===== config.mk =====
export PLATFORM = sky130hd
export DESIGN_NAME = alu_mul_sequencer
export DESIGN_NICKNAME = d
export VERILOG_FILES = /design/src/rtl/alu_defs_pkg.sv /design/src/rtl/alu_mul_sequencer.sv
export SDC_FILE = /design/constraint.sdc
export NUM_CORES = 1
export LEC_CHECK = 0
export ABC_AREA = 1
export ABC_CLOCK_PERIOD_IN_PS = 2300
export CAP_MARGIN = 20
export CORE_MARGIN = 10
export CORE_UTILIZATION = 47
export DETAILED_ROUTE_END_ITERATION = 6
export GPL_TIMING_DRIVEN = 1
export PLACE_DENSITY = 0.81
export SYNTH_ARGS = -nofsm -noshare
export SYNTH_HDL_FRONTEND = slang
export SYNTH_SLANG_ARGS = --single-unit

===== constraint.sdc =====
create_clock -name Clock -period 2.3 [get_ports Clock]
set_input_delay 0.345 -clock Clock [delete_from_list [all_inputs] [get_ports Clock]]
set_output_delay 0.345 -clock Clock [all_outputs]
set_load 0.02 [all_outputs]

===== src/rtl/alu_defs_pkg.sv =====
// Shared ALU definitions: function-select codes and the multiply sequencer state set.
package alu_defs_pkg;

    localparam logic [4:0] PASS_A32 = 5'b10000;
    localparam logic [4:0] ADD32    = 5'b10100;
    localparam logic [4:0] LSL32    = 5'b11011;

    typedef enum logic [1:0] {
        IDLE  = 2'd0,
        STEP  = 2'd1,
        SHIFT = 2'd2,
        DONE  = 2'd3
    } state_e;

endpackage


===== src/rtl/alu_mul_sequencer.sv =====
// Shift-and-add 16x16 unsigned multiplier that borrows the sibling 32-bit ALU
// for every add and every multiplicand shift; it owns no adder or multiplier.
module alu_mul_sequencer
    import alu_defs_pkg::*;
(
    input  logic        Clock,
    input  logic        Reset,
    input  logic        Start,
    input  logic [15:0] MulA,
    input  logic [15:0] MulB,
    output logic        Busy,
    output logic        Done,
    output logic [31:0] Product,
    output logic [32:0] ALU_A,
    output logic [32:0] ALU_B,
    output logic [4:0]  ALU_FunSel,
    output logic        ALU_WF,
    input  logic [32:0] ALU_Out
);

    state_e      state_q, state_d;
    logic [31:0] mcand_q, mcand_d;
    logic [15:0] mplier_q, mplier_d;
    logic [31:0] prod_q, prod_d;
    logic [31:0] product_q, product_d;

    // The ALU carry-out is never consulted: a 16x16 product cannot overflow 32 bits.
    logic unused_alu_msb;
    assign unused_alu_msb = ALU_Out[32];

    // State and datapath registers; reset discards any multiply in flight.
    always_ff @(posedge Clock or negedge Reset) begin
        if (!Reset) begin
            state_q   <= IDLE;
            mcand_q   <= '0;
            mplier_q  <= '0;
            prod_q    <= '0;
            product_q <= '0;
        end else begin
            state_q   <= state_d;
            mcand_q   <= mcand_d;
            mplier_q  <= mplier_d;
            prod_q    <= prod_d;
            product_q <= product_d;
        end
    end

    // Next-state logic and ALU operand/function decode from the registered state.
    always_comb begin
        state_d    = state_q;
        mcand_d    = mcand_q;
        mplier_d   = mplier_q;
        prod_d     = prod_q;
        product_d  = product_q;
        ALU_A      = '0;
        ALU_B      = '0;
        ALU_FunSel = PASS_A32;

        unique case (state_q)
            IDLE, DONE: begin
                // DONE accepts Start like IDLE so multiplies can run back to back.
                if (Start) begin
                    mcand_d   = {16'b0, MulA};
                    mplier_d  = MulB;
                    prod_d    = '0;
                    product_d = '0;
                    state_d   = STEP;
                end else begin
                    state_d   = IDLE;
                end
            end
            STEP: begin
                if (mplier_q == 16'd0) begin
                    // No set bits remain: publish the accumulated product.
                    product_d = prod_q;
                    state_d   = DONE;
                end else begin
                    if (mplier_q[0]) begin
                        ALU_A      = {1'b0, prod_q};
                        ALU_B      = {1'b0, mcand_q};
                        ALU_FunSel = ADD32;
                        prod_d     = ALU_Out[31:0];
                    end
                    state_d = SHIFT;
                end
            end
            SHIFT: begin
                ALU_A      = {1'b0, mcand_q};
                ALU_FunSel = LSL32;
                mcand_d    = ALU_Out[31:0];
                // The multiplier shifts locally; the ALU is busy with the multiplicand.
                mplier_d   = mplier_q >> 1;
                state_d    = STEP;
            end
            default: state_d = IDLE;
        endcase
    end

    assign Busy    = (state_q == STEP) || (state_q == SHIFT);
    assign Done    = (state_q == DONE);
    assign Product = product_q;
    assign ALU_WF  = 1'b0;

endmodule


==> results of run 1 <==
worst register-to-register path: cells and delay by family, from the launching register on:
| family | cells | cell delay, ns |
|---|---|---|
| adder cells (fa/ha/maj) | 1 | 0.32 |
| flip-flops | 1 | 0.43 |
| AND/OR/NAND/NOR | 2 | 0.33 |
| buffers and inverters | 5 | 0.68 |
| AO/OA/AOI/OAI | 2 | 0.32 |
flip-flops by register name, indices dropped and copies added, names as in the netlist:
register	count
mplier_q	16
Product	32
mcand_q	32
prod_q	32
state_q	2
metrics by stage:
step | utilization [%] | instance area, sq um | total power, mW
3_5_place_dp | 65.9 | 7590 | 9.98
6_report | 71.1 | 8190 | 12.7
4_1_cts | 70.1 | 8070 | 12.5
2_1_floorplan | - | 5590 | 7.30
5_1_grt | 71.1 | 8190 | 13.4
3_3_place_gp | 65.9 | 7590 | 9.76
final cells by class:
| cell class | count | share of cell area, % |
|---|---|---|
| flip-flops and latches | 114 | 34.8 |
| multi-input cells | 462 | 27.5 |
| repair buffers | 213 | 24.3 |
| clock buffers | 19 | 5.41 |
| inverters | 90 | 4.16 |
| well taps | 143 | 2.19 |
| clock inverters | 13 | 1.68 |
how the worst max path moves through the flow:
stage               startpoint        end  cells after the start
floorplan           state_q[0]  ALU_A[17]                      7
global placement    state_q[0]  ALU_A[22]                      7
detailed placement  state_q[0]  ALU_A[22]                      7
CTS                 state_q[1]  ALU_A[25]                      8
global route        state_q[0]  ALU_A[26]                      7
finish              state_q[0]   ALU_A[6]                      5
power by group:
group	switching (mW)	internal, mW	leakage, nW	total, mW
Sequential	0.512	2.90	1.44	3.41
Combinational	4.20	2.48	2.43	6.69
Clock	0.952	1.61	0.267	2.57
Total	5.67	6.99	4.15	12.7
metal layers:
metal	up-vias	wire length, um	GRT usage (%)
li1	2653	-	-
met1	2694	7390	25.7
met2	277	9250	37.4
met3	37	1420	6.32
met4	0	409	7.96
met5	-	0	0
layout by cell type, fill, tap and decap left out, types with 2 or more instances in the layout:
| cell | Yosys | final |
|---|---|---|
| o32ai_2 | 0 | 3 |
| ha_4 | 0 | 2 |
| clkdlybuf4s50_1 | 0 | 100 |
| buf_12 | 0 | 6 |
| clkinv_2 | 0 | 3 |
| conb_1 | 2 | 4 |
| nand2_1 | 182 | 181 |
| clkbuf_16 | 0 | 17 |
| dlygate4sd2_1 | 0 | 31 |
| bufinv_16 | 0 | 2 |
| nor2_4 | 0 | 2 |
| nand2_2 | 1 | 2 |
| buf_2 | 19 | 9 |
| o32ai_1 | 14 | 11 |
| inv_1 | 86 | 85 |
| o21ai_0 | 32 | 32 |
| clkdlybuf4s15_1 | 0 | 3 |
| ha_1 | 4 | 2 |
| o22ai_1 | 20 | 13 |
| nand3_1 | 66 | 66 |
| clkinv_4 | 0 | 2 |
| buf_6 | 0 | 8 |
| a31oi_1 | 31 | 31 |
| inv_2 | 3 | 4 |
| dfrtp_1 | 114 | 114 |
| a21oi_1 | 14 | 14 |
| nor2_1 | 90 | 88 |
| clkinvlp_4 | 0 | 6 |
| o22ai_2 | 0 | 6 |
| buf_4 | 10 | 54 |
timing repair:
action                                 CTS  global route
endpoints found under the hold margin   26             0
hold buffers                             1             0
resized for setup                      205            26
setup buffers                            0             1
setup endpoints to repair               66            54
cells by family after synthesis:
logic type                 count (synthesis)  synth area share (%)
and+or+nand+nor                          340                  24.5
buffers and inverters                    146                  10.9
DFF                                      114                  51.1
other                                      2                 0.134
AOI/OAI and AO/OA                        114                  12.5
adders and majority gates                  4                 0.896
==> impl_metrics.py, run 1 <==
metrics = {
    "floorplan": {
        "die_y_um": 129,
        "row_count": 39,
        "core-area_sq_um": 11500,
        "fp.dieArea_sq_um": 16600,
        "die_w_um": 129,
        "ios": 174,
        "start_util_pct": 48.5,
    },
    "sta": {
        "rsz0062_at_grt": "yes",
        "final.min_clock_period_ns": 2.28,
        "setup_viol": 0,
        "relSlewSlack_pct": 61.4,
        "finalHoldViolCount": 0,
        "max_freq_ghz": 0.438,
        "fin_skew_ns": 0.0158,
        "whs_ns": 0.401,
        "tightestPinTransition_ns": 0.578,
        "fin_ws_ns": 0.0192,
        "fin_crit_sh_pct": 99.2,
        "slew_viol_final": 0,
        "tns_ns": 0,
    },
    "route": {
        "dr.pass1.iters": 6,
        "avgRoutedWirePerCell_um": 17.5,
        "via_per_inst": 5.37,
        "drtAntennaViolNets": 0,
        "wl_um": 18500,
        "drt_iter0_markers": 597,
        "vias": 5661,
        "drc_errors": 0,
    },
    "critical_path": {
        "path_delay_family": "buffers and inverters",
        "cp_slowest_stage_delay_ns": 0.43,
        "path_class": "reg -> out",
        "cp.arrival_ns": 1.94,
        "r2r-start": "state_q[0]",
        "timing.critical_path.buf_inv": 3,
        "crit_slowest_cell": "dfrtp_1",
        "reg2reg_depth": 10,
        "r2r_setup_slack_ns": 0.15,
        "worstPathMaxFanout": 11,
        "cp-end-kind": "output pin",
        "cp-start-kind": "register",
        "required_ns": 1.96,
        "path_cells": "inv_2 -> ha_4 -> buf_4 -> o32ai_1 -> buf_2",
        "rr_endpoint": "prod_q[8]",
    },
    "clock_tree": {
        "cts_made_buffers": 17,
        "cts_tree": "yes",
        "clk_path_buf_depth": 2,
        "cts_sinks": 114,
        "h-tree-depth": 4,
        "worstSkewPairLatency_ns": 0.42,
        "root_buffer": "clkbuf_16",
        "path_clk_slew_ns": 0.06,
    },
    "synthesis": {
        "synth_seq_cells": 114,
        "synth_cell_types": 23,
        "synth_edf_count": 0,
        "synthTopCellsByCount": "nand2_1, dfrtp_1, nor2_1",
        "yosys_warnings": 0,
        "synth.area.top_cells": "dfrtp_1, nand2_1, nor2_1",
        "ys.flop_type": "dfrtp_1",
        "yosysMostFrequentCell": "nand2_1",
        "syn_avg_cell_area_sq_um": 7.76,
        "synth_area_leader_cell": "dfrtp_1",
        "async_reset_ff_share_pct": 100,
        "synth_top_area_share_pct": 51.1,
        "syn_area_sq_um": 5590,
        "postSynthCellCount": 720,
        "synth_seq_area_share_pct": 51.1,
    },
    "global_route": {
        "gr-usage-all-layers_pct": 21.8,
        "grt_max_degree": 53,
        "grt_antenna_before_repair": 0,
        "grt_first_pass_wirelength_um": 29100,
        "grt.overflow.total": 0,
        "grt_pass1_vias": 5553,
    },
    "cells_and_area": {
        "multiInputGateArea_sq_um": 2250,
        "layout.area.seq_sq_um": 2850,
        "nets": 970,
        "finalNonFillerCells": 1054,
        "antenna-diode-count": 0,
        "drive_gt1_share_pct": 14.4,
        "fill_cells": 896,
        "area_delta_synth_final_pct": 46.5,
    },
    "placement": {
        "gp_congestion": 0.902,
        "port_buffers": 168,
        "dp_hpwl_um": 12900,
        "placed_cells_incl_taps": 1020,
        "pre_cts_slack_ns": -0.179,
    },
    "pwr": {
        "p_leak_nw": 4.15,
        "vdd_drop_max_mv": 1.07,
        "cellPowerDensity_nw_per_um2": 1550,
    },
    "min_path": {
        "hold_class": "in -> async",
    },
    "flow_run": {
        "max_cap_violations": 0,
    },
    "outcome": {
        "status": "finished clean",
    },
}
Note: power is estimated with default switching activity, not from simulation.
==> run 2, diff against run 1 <==
--- a/config.mk
+++ b/config.mk
@@ -5,14 +5,13 @@
 export SDC_FILE = /design/constraint.sdc
 export NUM_CORES = 1
 export LEC_CHECK = 0
-export ABC_AREA = 1
 export ABC_CLOCK_PERIOD_IN_PS = 2300
 export CAP_MARGIN = 20
-export CORE_MARGIN = 10
+export CORE_MARGIN = 8
 export CORE_UTILIZATION = 47
 export DETAILED_ROUTE_END_ITERATION = 6
 export GPL_TIMING_DRIVEN = 1
-export PLACE_DENSITY = 0.81
+export PLACE_DENSITY = 0.8
 export SYNTH_ARGS = -nofsm -noshare
 export SYNTH_HDL_FRONTEND = slang
 export SYNTH_SLANG_ARGS = --single-unit
==> run 2 against run 1 <==
Compared with the run above:
- the flow now finishes with violations (setup timing)
- synthesized area up 2.0%
- hold slack improved by 0.076 ns
- die area fell by 4.5%
- clock skew down 0.0085 ns
- via count fell by 10%
- clock power rose by 7%
- worst setup slack worse by 0.021 ns
- global-route usage grew 1.4 points
- sequential share of layout area down 0.21 points
- largest cell class unchanged
- highest routed layer unchanged
==> impl_metrics.py, run 2 <==
metrics = {
    "placement": {
        "placed_cells_incl_taps": 862,
        "port_buffers": 168,
        "dp_hpwl_um": 12200,
        "gp_congestion": 0.850,
        "dpl_cell_area_sq_um": 7630,
    },
    "synthesis": {
        "ys.flop_type": "dfrtp_1",
        "synthTopCellsByCount": "dfrtp_1, nand2_1, o21ai_0",
        "synth_seq_area_share_pct": 50.1,
        "synth_area_leader_cell": "dfrtp_1",
        "postSynthCellCount": 569,
        "syn_avg_cell_area_sq_um": 10.0,
        "synth.area.top_cells": "dfrtp_1, a22o_1, o211ai_2",
        "synth_top_family_by_area": "compound AO/OA/AOI/OAI gates",
        "synth_cell_types": 34,
        "synth_mux_area_share_pct": 5.44,
        "yosysMostFrequentCell": "dfrtp_1",
        "yosys_warnings": 0,
        "synthXorXnorAreaFrac_pct": 0,
        "synth-simple-area-share_pct": 12.8,
        "synth_top_area_share_pct": 50.1,
        "syn_area_sq_um": 5700,
        "yosys.area_share.adder_pct": 0.878,
        "synth_edf_count": 0,
        "synth_compound_area_share_pct": 23.1,
        "async_reset_ff_share_pct": 100,
        "synth_seq_cells": 114,
    },
    "route": {
        "avgRoutedWirePerCell_um": 20.1,
        "drc_errors": 0,
        "vias": 5078,
        "via_per_inst": 5.65,
        "dr.pass1.iters": 5,
        "drtAntennaViolNets": 0,
        "drt_iter0_markers": 478,
        "wl_um": 18100,
    },
    "floorplan": {
        "core-area_sq_um": 11900,
        "ios": 174,
        "start_util_pct": 47.8,
        "die_w_um": 126,
        "fp.dieArea_sq_um": 15900,
        "row_count": 40,
        "die_y_um": 126,
    },
    "cells_and_area": {
        "antenna-diode-count": 0,
        "nets": 811,
        "final_cell_mix": "dfrtp_1, clkdlybuf4s50_1, nand2_1",
        "finalNonFillerCells": 899,
        "drive_gt1_share_pct": 20.1,
        "area_delta_synth_final_pct": 44.6,
        "final_common_cell": "dfrtp_1",
        "fin_area_sq_um": 8240,
    },
    "pwr": {
        "p_leak_nw": 3.87,
        "vdd_drop_max_mv": 0.982,
        "cellPowerDensity_nw_per_um2": 1270,
    },
    "critical_path": {
        "cp-end-kind": "output pin",
        "rr_endpoint": "prod_q[27]",
        "r2r_setup_slack_ns": 0.10,
        "path_class": "reg -> out",
        "reg2reg_depth": 9,
        "cp-start-kind": "register",
        "r2r-start": "state_q[1]",
        "cp.arrival_ns": 1.96,
        "worstPathMaxFanout": 8,
        "required_ns": 1.96,
    },
    "sta": {
        "tightestPinTransition_ns": 0.577,
        "slew_viol_final": 0,
        "fin_skew_ns": 0.00724,
        "max_freq_ghz": 0.434,
        "fin_crit_sh_pct": 100,
        "fin_ws_ns": -0.00216,
        "finalHoldViolCount": 0,
        "rsz0062_at_grt": "yes",
        "relSlewSlack_pct": 61.5,
        "final.min_clock_period_ns": 2.30,
        "setup_viol": 1,
    },
    "global_route": {
        "grt_max_degree": 54,
        "grt_first_pass_wirelength_um": 29200,
        "gr-usage-all-layers_pct": 23.3,
        "grt.overflow.total": 0,
        "grt_antenna_before_repair": 0,
        "grt_pass1_vias": 5515,
    },
    "clock_tree": {
        "path_clk_slew_ns": 0.06,
        "worstSkewPairLatency_ns": 0.41,
        "clk_path_buf_depth": 2,
        "cts_tree": "yes",
        "h-tree-depth": 4,
        "cts_made_buffers": 17,
        "cts_sinks": 114,
        "root_buffer": "clkbuf_16",
    },
    "flow_run": {
        "max_cap_violations": 0,
    },
    "outcome": {
        "violations": "setup timing",
        "status": "complete, but fails checks",
    },
    "min_path": {
        "hold_class": "in -> async",
    },
}
==> run 2: cell count changes after synthesis, sizes merged, moves of 31 or more <==
cell,delta
a22o,+47
and3,+33
a31oi,-31
inv,-54
o211ai,+32
nand2,-86
nand3,-64
nor2,-88
o21ai,+62
mux2i,+31
==> run 2: logic make-up after synthesis <==
logic type,Yosys count
AOI/OAI and AO/OA,177
muxes,31
and+or+nand+nor,149
other,2
buffers and inverters,92
DFF,114
adders and majority gates,4
==> run 2: area by class of cell <==
type                            instances  area, sq um
Clock buffer                           18          429
Clock inverter                         14          189
Fill cell                             899         3670
Inverter                               35          131
Multi-Input combinational cell        365         2490
Sequential cell                       114         2850
Tap cell                              147          184
Timing Repair Buffer                  206         1960
==> run 2: how the worst max path moves through the flow <==
stage | cells past startpoint | startpoint | endpoint | slack [ns]
after global placement | 7 | state_q[0] | ALU_A[0] | -0.09
final | 7 | state_q[1] | ALU_A[0] | -0.002
after detailed placement | 7 | state_q[0] | ALU_A[0] | -0.11
after floorplan | 7 | state_q[0] | ALU_A[0] | 0.11
after global routing | 7 | state_q[1] | ALU_A[14] | -0.05
after CTS | 7 | state_q[0] | ALU_A[0] | -0.00008
==> run 2: repair_timing <==
| action | in CTS | in global routing |
|---|---|---|
| cloned | 1 | 0 |
| hold endpoints to repair | 42 | 0 |
| hold buffers | 1 | 0 |
| gates resized for setup | 180 | 33 |
| pin swaps | 2 | 1 |
| buffers inserted | 2 | 1 |
| endpoints found under the setup margin | 66 | 39 |
==> run 2: critical path: stages, from the launching register on <==
cell     delay [ns]
dfrtp_1        0.40
buf_6          0.13
ha_4           0.28
inv_2          0.05
and2_4         0.17
buf_8          0.15
a22o_4         0.23
buf_6          0.13
==> run 2: through the flow <==
stage | total power, mW | setup slack [ns] | hold WS (ns) | TNS, ns | utilization, %
2_1_floorplan | 5.76 | 0.113 | 0.0494 | 0 | -
3_3_place_gp | 7.36 | -0.0863 | 0.366 | -1.15 | 64.0
3_5_place_dp | 7.53 | -0.110 | 0.375 | -2.42 | 64.0
4_1_cts | 10.3 | -0.0000757 | 0.486 | -0.0000757 | 68.3
5_1_grt | 11.1 | -0.0548 | 0.523 | -1.13 | 69.2
6_report | 10.5 | -0.00216 | 0.477 | -0.00216 | 69.2
==> run 2: where the power goes <==
| part | total [mW] | switching, mW | leakage (nW) | internal, mW |
|---|---|---|---|---|
| registers | 3.21 | 0.560 | 1.51 | 2.65 |
| clock network | 2.74 | 0.939 | 0.296 | 1.81 |
| logic | 4.49 | 2.76 | 2.06 | 1.74 |
==> run 2: per-layer routing <==
metal | vias up | track usage, % | part of all wire (%)
met5 | - | 0 | 0
met4 | 0 | 9.13 | 2.3
met3 | 38 | 9.20 | 8.7
met2 | 197 | 38.9 | 49
met1 | 2506 | 26.1 | 40
li1 | 2337 | - | -
==> run 3, diff against run 2 <==
--- a/config.mk
+++ b/config.mk
@@ -12,6 +12,7 @@
 export DETAILED_ROUTE_END_ITERATION = 6
 export GPL_TIMING_DRIVEN = 1
 export PLACE_DENSITY = 0.8
+export RECOVER_POWER = 25
 export SYNTH_ARGS = -nofsm -noshare
 export SYNTH_HDL_FRONTEND = slang
 export SYNTH_SLANG_ARGS = --single-unit
==> run 3 against run 2 <==
Compared with the run above:
- the flow still finishes with violations (setup timing)
- combinational power hardly changed
- sequential cell count stayed put
- total power hardly changed
- first-iteration DRC count stayed put
- die area stayed put
- routed wire length hardly changed
- global-route usage stayed put
- worst setup slack hardly changed
- hold slack better by 0.031 ns
- clock power hardly changed
==> impl_metrics.py, run 3 (synthesis gave the netlist of run 2 again) <==
metrics = {
    "outcome": {
        "status": "complete, but fails checks",
        "violations": "setup timing",
    },
    "critical_path": {
        "cp_slowest_stage_delay_ns": 0.40,
        "worstPathMaxFanout": 8,
        "required_ns": 1.96,
        "timing.critical_path.buf_inv": 4,
        "path_class": "reg -> out",
        "reg2reg_depth": 9,
        "cp-start-kind": "register",
        "cp-end-kind": "output pin",
        "r2r_setup_slack_ns": 0.10,
        "crit_slowest_cell": "dfrtp_1",
        "critPathMostFrequentCell": "buf_6",
        "path_cells": "buf_6 -> ha_4 -> inv_2 -> and2_4 -> buf_8 -> a22o_4 -> buf_6",
        "path_delay_family": "buffers and inverters",
        "cp.arrival_ns": 1.96,
        "path_depth": 7,
    },
    "route": {
        "drt_iter0_markers": 478,
        "dr.pass1.iters": 5,
        "via_per_inst": 5.65,
        "wl_um": 18100,
        "drtAntennaViolNets": 0,
        "avgRoutedWirePerCell_um": 20.1,
        "vias": 5076,
        "drc_errors": 0,
    },
    "sta": {
        "rsz0062_at_grt": "yes",
        "relSlewSlack_pct": 29.2,
        "fin_ws_ns": -0.00227,
        "final.min_clock_period_ns": 2.30,
        "slew_viol_final": 0,
        "setup_viol": 1,
        "tightestPinTransition_ns": 1.06,
        "fin_skew_ns": 0.00724,
        "max_freq_ghz": 0.434,
        "finalHoldViolCount": 0,
        "fin_crit_sh_pct": 100,
    },
    "clock_tree": {
        "cts_tree": "yes",
        "root_buffer": "clkbuf_16",
        "clk_path_buf_depth": 2,
        "cts_made_buffers": 17,
        "worstSkewPairLatency_ns": 0.41,
        "path_clk_slew_ns": 0.05,
        "h-tree-depth": 4,
        "cts_sinks": 114,
    },
    "placement": {
        "dp_hpwl_um": 12200,
        "port_buffers": 168,
        "pre_cts_slack_ns": -0.110,
        "gp_congestion": 0.850,
    },
    "floorplan": {
        "die_w_um": 126,
        "ios": 174,
        "row_count": 40,
        "start_util_pct": 47.8,
        "fp.dieArea_sq_um": 15900,
        "core-area_sq_um": 11900,
        "die_y_um": 126,
    },
    "cells_and_area": {
        "final_common_cell": "dfrtp_1",
        "utilization_pct": 69.1,
        "nets": 811,
        "antenna-diode-count": 0,
        "area_delta_synth_final_pct": 44.3,
        "final_cell_mix": "dfrtp_1, clkdlybuf4s50_1, nand2_1",
        "drive_gt1_share_pct": 20.1,
    },
    "pwr": {
        "vdd_drop_max_mv": 0.982,
        "cellPowerDensity_nw_per_um2": 1270,
        "p_leak_nw": 3.86,
    },
    "flow_run": {
        "max_cap_violations": 0,
    },
    "global_route": {
        "grt_max_degree": 54,
        "grt_first_pass_wirelength_um": 29200,
        "grt_antenna_before_repair": 0,
        "grt.overflow.total": 0,
        "grt_pass1_vias": 5515,
        "gr-usage-all-layers_pct": 23.3,
    },
    "min_path": {
        "hold_class": "reg -> reg",
        "min_delay_path_depth": 2,
    },
}
## run 3: changes by cell type in the layout (fill, tap and decap cells not counted), sizes merged
cell | previous run | this run
buf | 70 | 69
clkbuf | 19 | 20
## run 3: stage by stage
stage	power [mW]	std cells	hold WS (ns)	TNS (ns)	instance area, sq um
2_1_floorplan	5.76	571	0.0494	0	5710
3_3_place_gp	7.36	862	0.366	-1.15	7630
3_5_place_dp	7.53	862	0.375	-2.42	7630
4_1_cts	10.3	898	0.486	-0.0000757	8140
5_1_grt	11.0	899	0.528	-1.14	8230
6_report	10.4	899	0.508	-0.00227	8230
## run 3: report_power, final
group          leakage (nW)  switching, mW  internal [mW]
Clock                 0.296          0.939           1.81
Sequential             1.51          0.560           2.65
Combinational          2.06           2.76           1.73
## run 3: final cells by class
type                            count  area, sq um
Clock buffer                       18          429
Clock inverter                     14          189
Fill cell                         901         3690
Inverter                           35          131
Multi-Input combinational cell    365         2490
Sequential cell                   114         2850
Tap cell                          147          184
Timing Repair Buffer              206         1950
## run 3: repair_timing
action                     4_1_cts  5_1_grt
pin swaps                        2        1
hold endpoints to repair        42        0
resized for setup              180       33
setup buffers                    2        1
hold buffers                     1        0
setup endpoints to repair       66       39
cloned                           1        0
## run 3: tightest hold or removal path: stages, from the launching register on
cell and delay (ns):
dfrtp_1 0.36, nand2_1 0.05, o21ai_0 0.06
## run 3: worst paths after layout
check	to	startpoint
max in group asynchronous	state_q[0]	Reset
max reg2reg	prod_q[27]	state_q[1]
min	mplier_q[1]	mplier_q[1]
max	ALU_A[0]	state_q[1]
min in group asynchronous	Product[20]	Reset
min reg2reg	mplier_q[1]	mplier_q[1]
## run 3: per-layer routing
metal	up-vias	part of all wire, %	global-route usage [%]
met2	197	49	38.9
met5	-	0	0
met3	36	8.7	9.20
li1	2336	-	-
met4	0	2.2	9.13
met1	2507	40	26.1
==> RTL change, RTL diff (flow settings as in run 1) <==
Make the reset (`Reset`) synchronous in one clocked block.
--- a/src/rtl/alu_mul_sequencer.sv
+++ b/src/rtl/alu_mul_sequencer.sv
@@ -30,5 +30,5 @@
 
     // State and datapath registers; reset discards any multiply in flight.
-    always_ff @(posedge Clock or negedge Reset) begin
+    always_ff @(posedge Clock) begin
         if (!Reset) begin
             state_q   <= IDLE;
Behaviour: differs if Reset is asserted again (counterexample within 4 cycles, from zero or initial values and one cycle with Reset low); with Reset held inactive, the same outputs for 10 cycles.
==> RTL change against run 1 <==
- wire length shrank 2.9%
- sequential cell count stayed put
- worst setup slack better by 0.019 ns
- hold slack got worse by 0.16 ns
- design area is 6.3% lower
- synthesized area decreased by 0.38%
Power is not compared: it rests on default switching activity, and its combinational part moved more than twofold at a synthesized area within 25%.
==> RTL change: results (changes against run 1) <==
run_status:
  status: "finished clean"
sta:
  relSlewSlack_pct: 61.9  # +0.47 points
  fin_worst_skew_ns: 0.00687  # -0.00890 ns
  setup-violations-final: 0  # unchanged
  setup_tns_ns: 0  # unchanged
drt:
  first_pass_iters: 5  # -1
  vias: 5850  # +3.3%
  avgRoutedWirePerCell_um: 16.1  # -8.3%
  dr.first_iter.drc_count: 443  # -26%
power_and_ir_drop:
  leakage_uw: 0.00342
  ir_drop_v: 0.000432
placement:
  gp_congestion: 0.839  # -6.9%
  dp_hpwl_mm: 12.3  # -4.4%
  numPortBuffers: 168  # unchanged
  postPlaceCellArea_sq_um: 7220  # -4.8%
clock_tree:
  clk_pin_slew_ns: 0.05
  root_buffer: "clkbuf_16"
  insertion_delay_ns: 0.41
  htreeDepth: 4  # unchanged
  post_cts_buffers: 0  # unchanged
grt:
  grt_pass1_vias: 5528  # -0.45%
  grt_pass1_wl_mm: 28.2  # -3.1%
  grt_use_total_pct: 21.1  # -0.77 points
  grt_max_degree: 68  # +28%
yosys:
  ys_async_sr_fraction_pct: 0  # -100 points
  synth-main-ff-cell: "dfxtp_1"
  synth_mux_area_share_pct: 0  # unchanged
  postSynthCellCount: 824  # +14%
  synth_area_leaders: "dfxtp_1 41%, nand2_1 14%, a21oi_1 8.2%"
  synth_xor_area_share_pct: 0  # unchanged
  synth-seq-area-share_pct: 41.0  # -10 points
  synth_commonest_cells: "201 x nand2_1, 114 x dfxtp_1, 97 x nor2_1"
  synthDistinctLibCells: 24  # +4.3%
  synth_compound_area_share_pct: 18.0  # +5.4 points
  yosys_warnings: 0  # unchanged
  synth_fa_ha_area_share_pct: 0.899  # +0.0034 points
cells_and_area:
  final_nets: 1031  # +6.3%
  fillers: 1024  # +14%
  final_cells: 1115  # +5.8%
  diodes: 0  # unchanged
  multiInputGateArea_sq_um: 2620  # +17%
  drive_gt1_share_pct: 10.9  # -3.5 points
worst_setup_path:
  cp_max_fo: 14  # +3
  cp_data_arrival_time_ns: 1.92  # -0.02 ns
min_path:
  worstHoldPathType: "in -> reg"
[RTL change: cell types whose count changed after synthesis, sizes merged, moves of 30 or more]
cell and change:
dfrtp -114, nand3 -34, nor3 +32, o21ai +30
a21oi +80, dfxtp +114
[RTL change: metrics by stage]
step                      worst slack (ns)  hold slack (ns)
after floorplan                      0.370            0.439
after global placement              0.0504            0.450
after detailed placement           -0.0102            0.455
after CTS                          -0.0249            0.235
after global routing               -0.0994            0.254
final                               0.0382            0.245
[RTL change: layout make-up]
cell class	count	share of cell area, %
Clock inverter	4	0.587
Multi-Input combinational cell	565	34.2
Inverter	76	3.90
Tap cell	143	2.33
Sequential cell	114	29.7
Timing Repair Buffer	185	22.4
Clock buffer	28	6.86
[RTL change: per-layer routing]
metal  track usage, %  part of all wire [%]
met3             7.15                   8.0
met1             25.2                    42
met2             33.3                    47
met5                0                     0
met4             10.2                   3.2
[RTL change: timing repair]
| action | 4_1_cts | 5_1_grt |
|---|---|---|
| gates resized for setup | 175 | 46 |
| endpoints found under the hold margin | 0 | 0 |
| endpoints found under the setup margin | 66 | 84 |
| pin swaps | 0 | 0 |
[RTL change: report_power, final]
group	internal [uW]	switching [uW]
logic	546	763
clock network	1650	866
registers	2200	151
[RTL change: cell families (layout without fill, tap and decap cells)]
| kind of cell | Yosys count | after routing |
|---|---|---|
| and+or+nand+nor | 368 | 368 |
| DFF | 114 | 114 |
| buffers and inverters | 147 | 293 |
| AOI/OAI and AO/OA | 189 | 189 |
| adders and majority gates | 4 | 4 |
| other | 2 | 4 |
[RTL change: worst paths after layout]
kind,from,slack [ns],end,cells after the start
setup / recovery,state_q[0],0.04,ALU_A[12],8
hold / removal,Reset,0.25,Product[21],3
setup reg to reg,state_q[0],0.21,Product[11],8
hold reg to reg,mcand_q[17],0.46,mcand_q[17],2
[RTL change: critical path, cell delays in order (launching register included)]
cell and delay [ns]:
dfxtp_1 0.32, buf_4 0.11, ha_2 0.18, nand2_1 0.11, nor2_2 0.15, buf_6 0.18
nand2_1 0.10, o21ai_1 0.08, clkdlybuf4s15_2 0.27
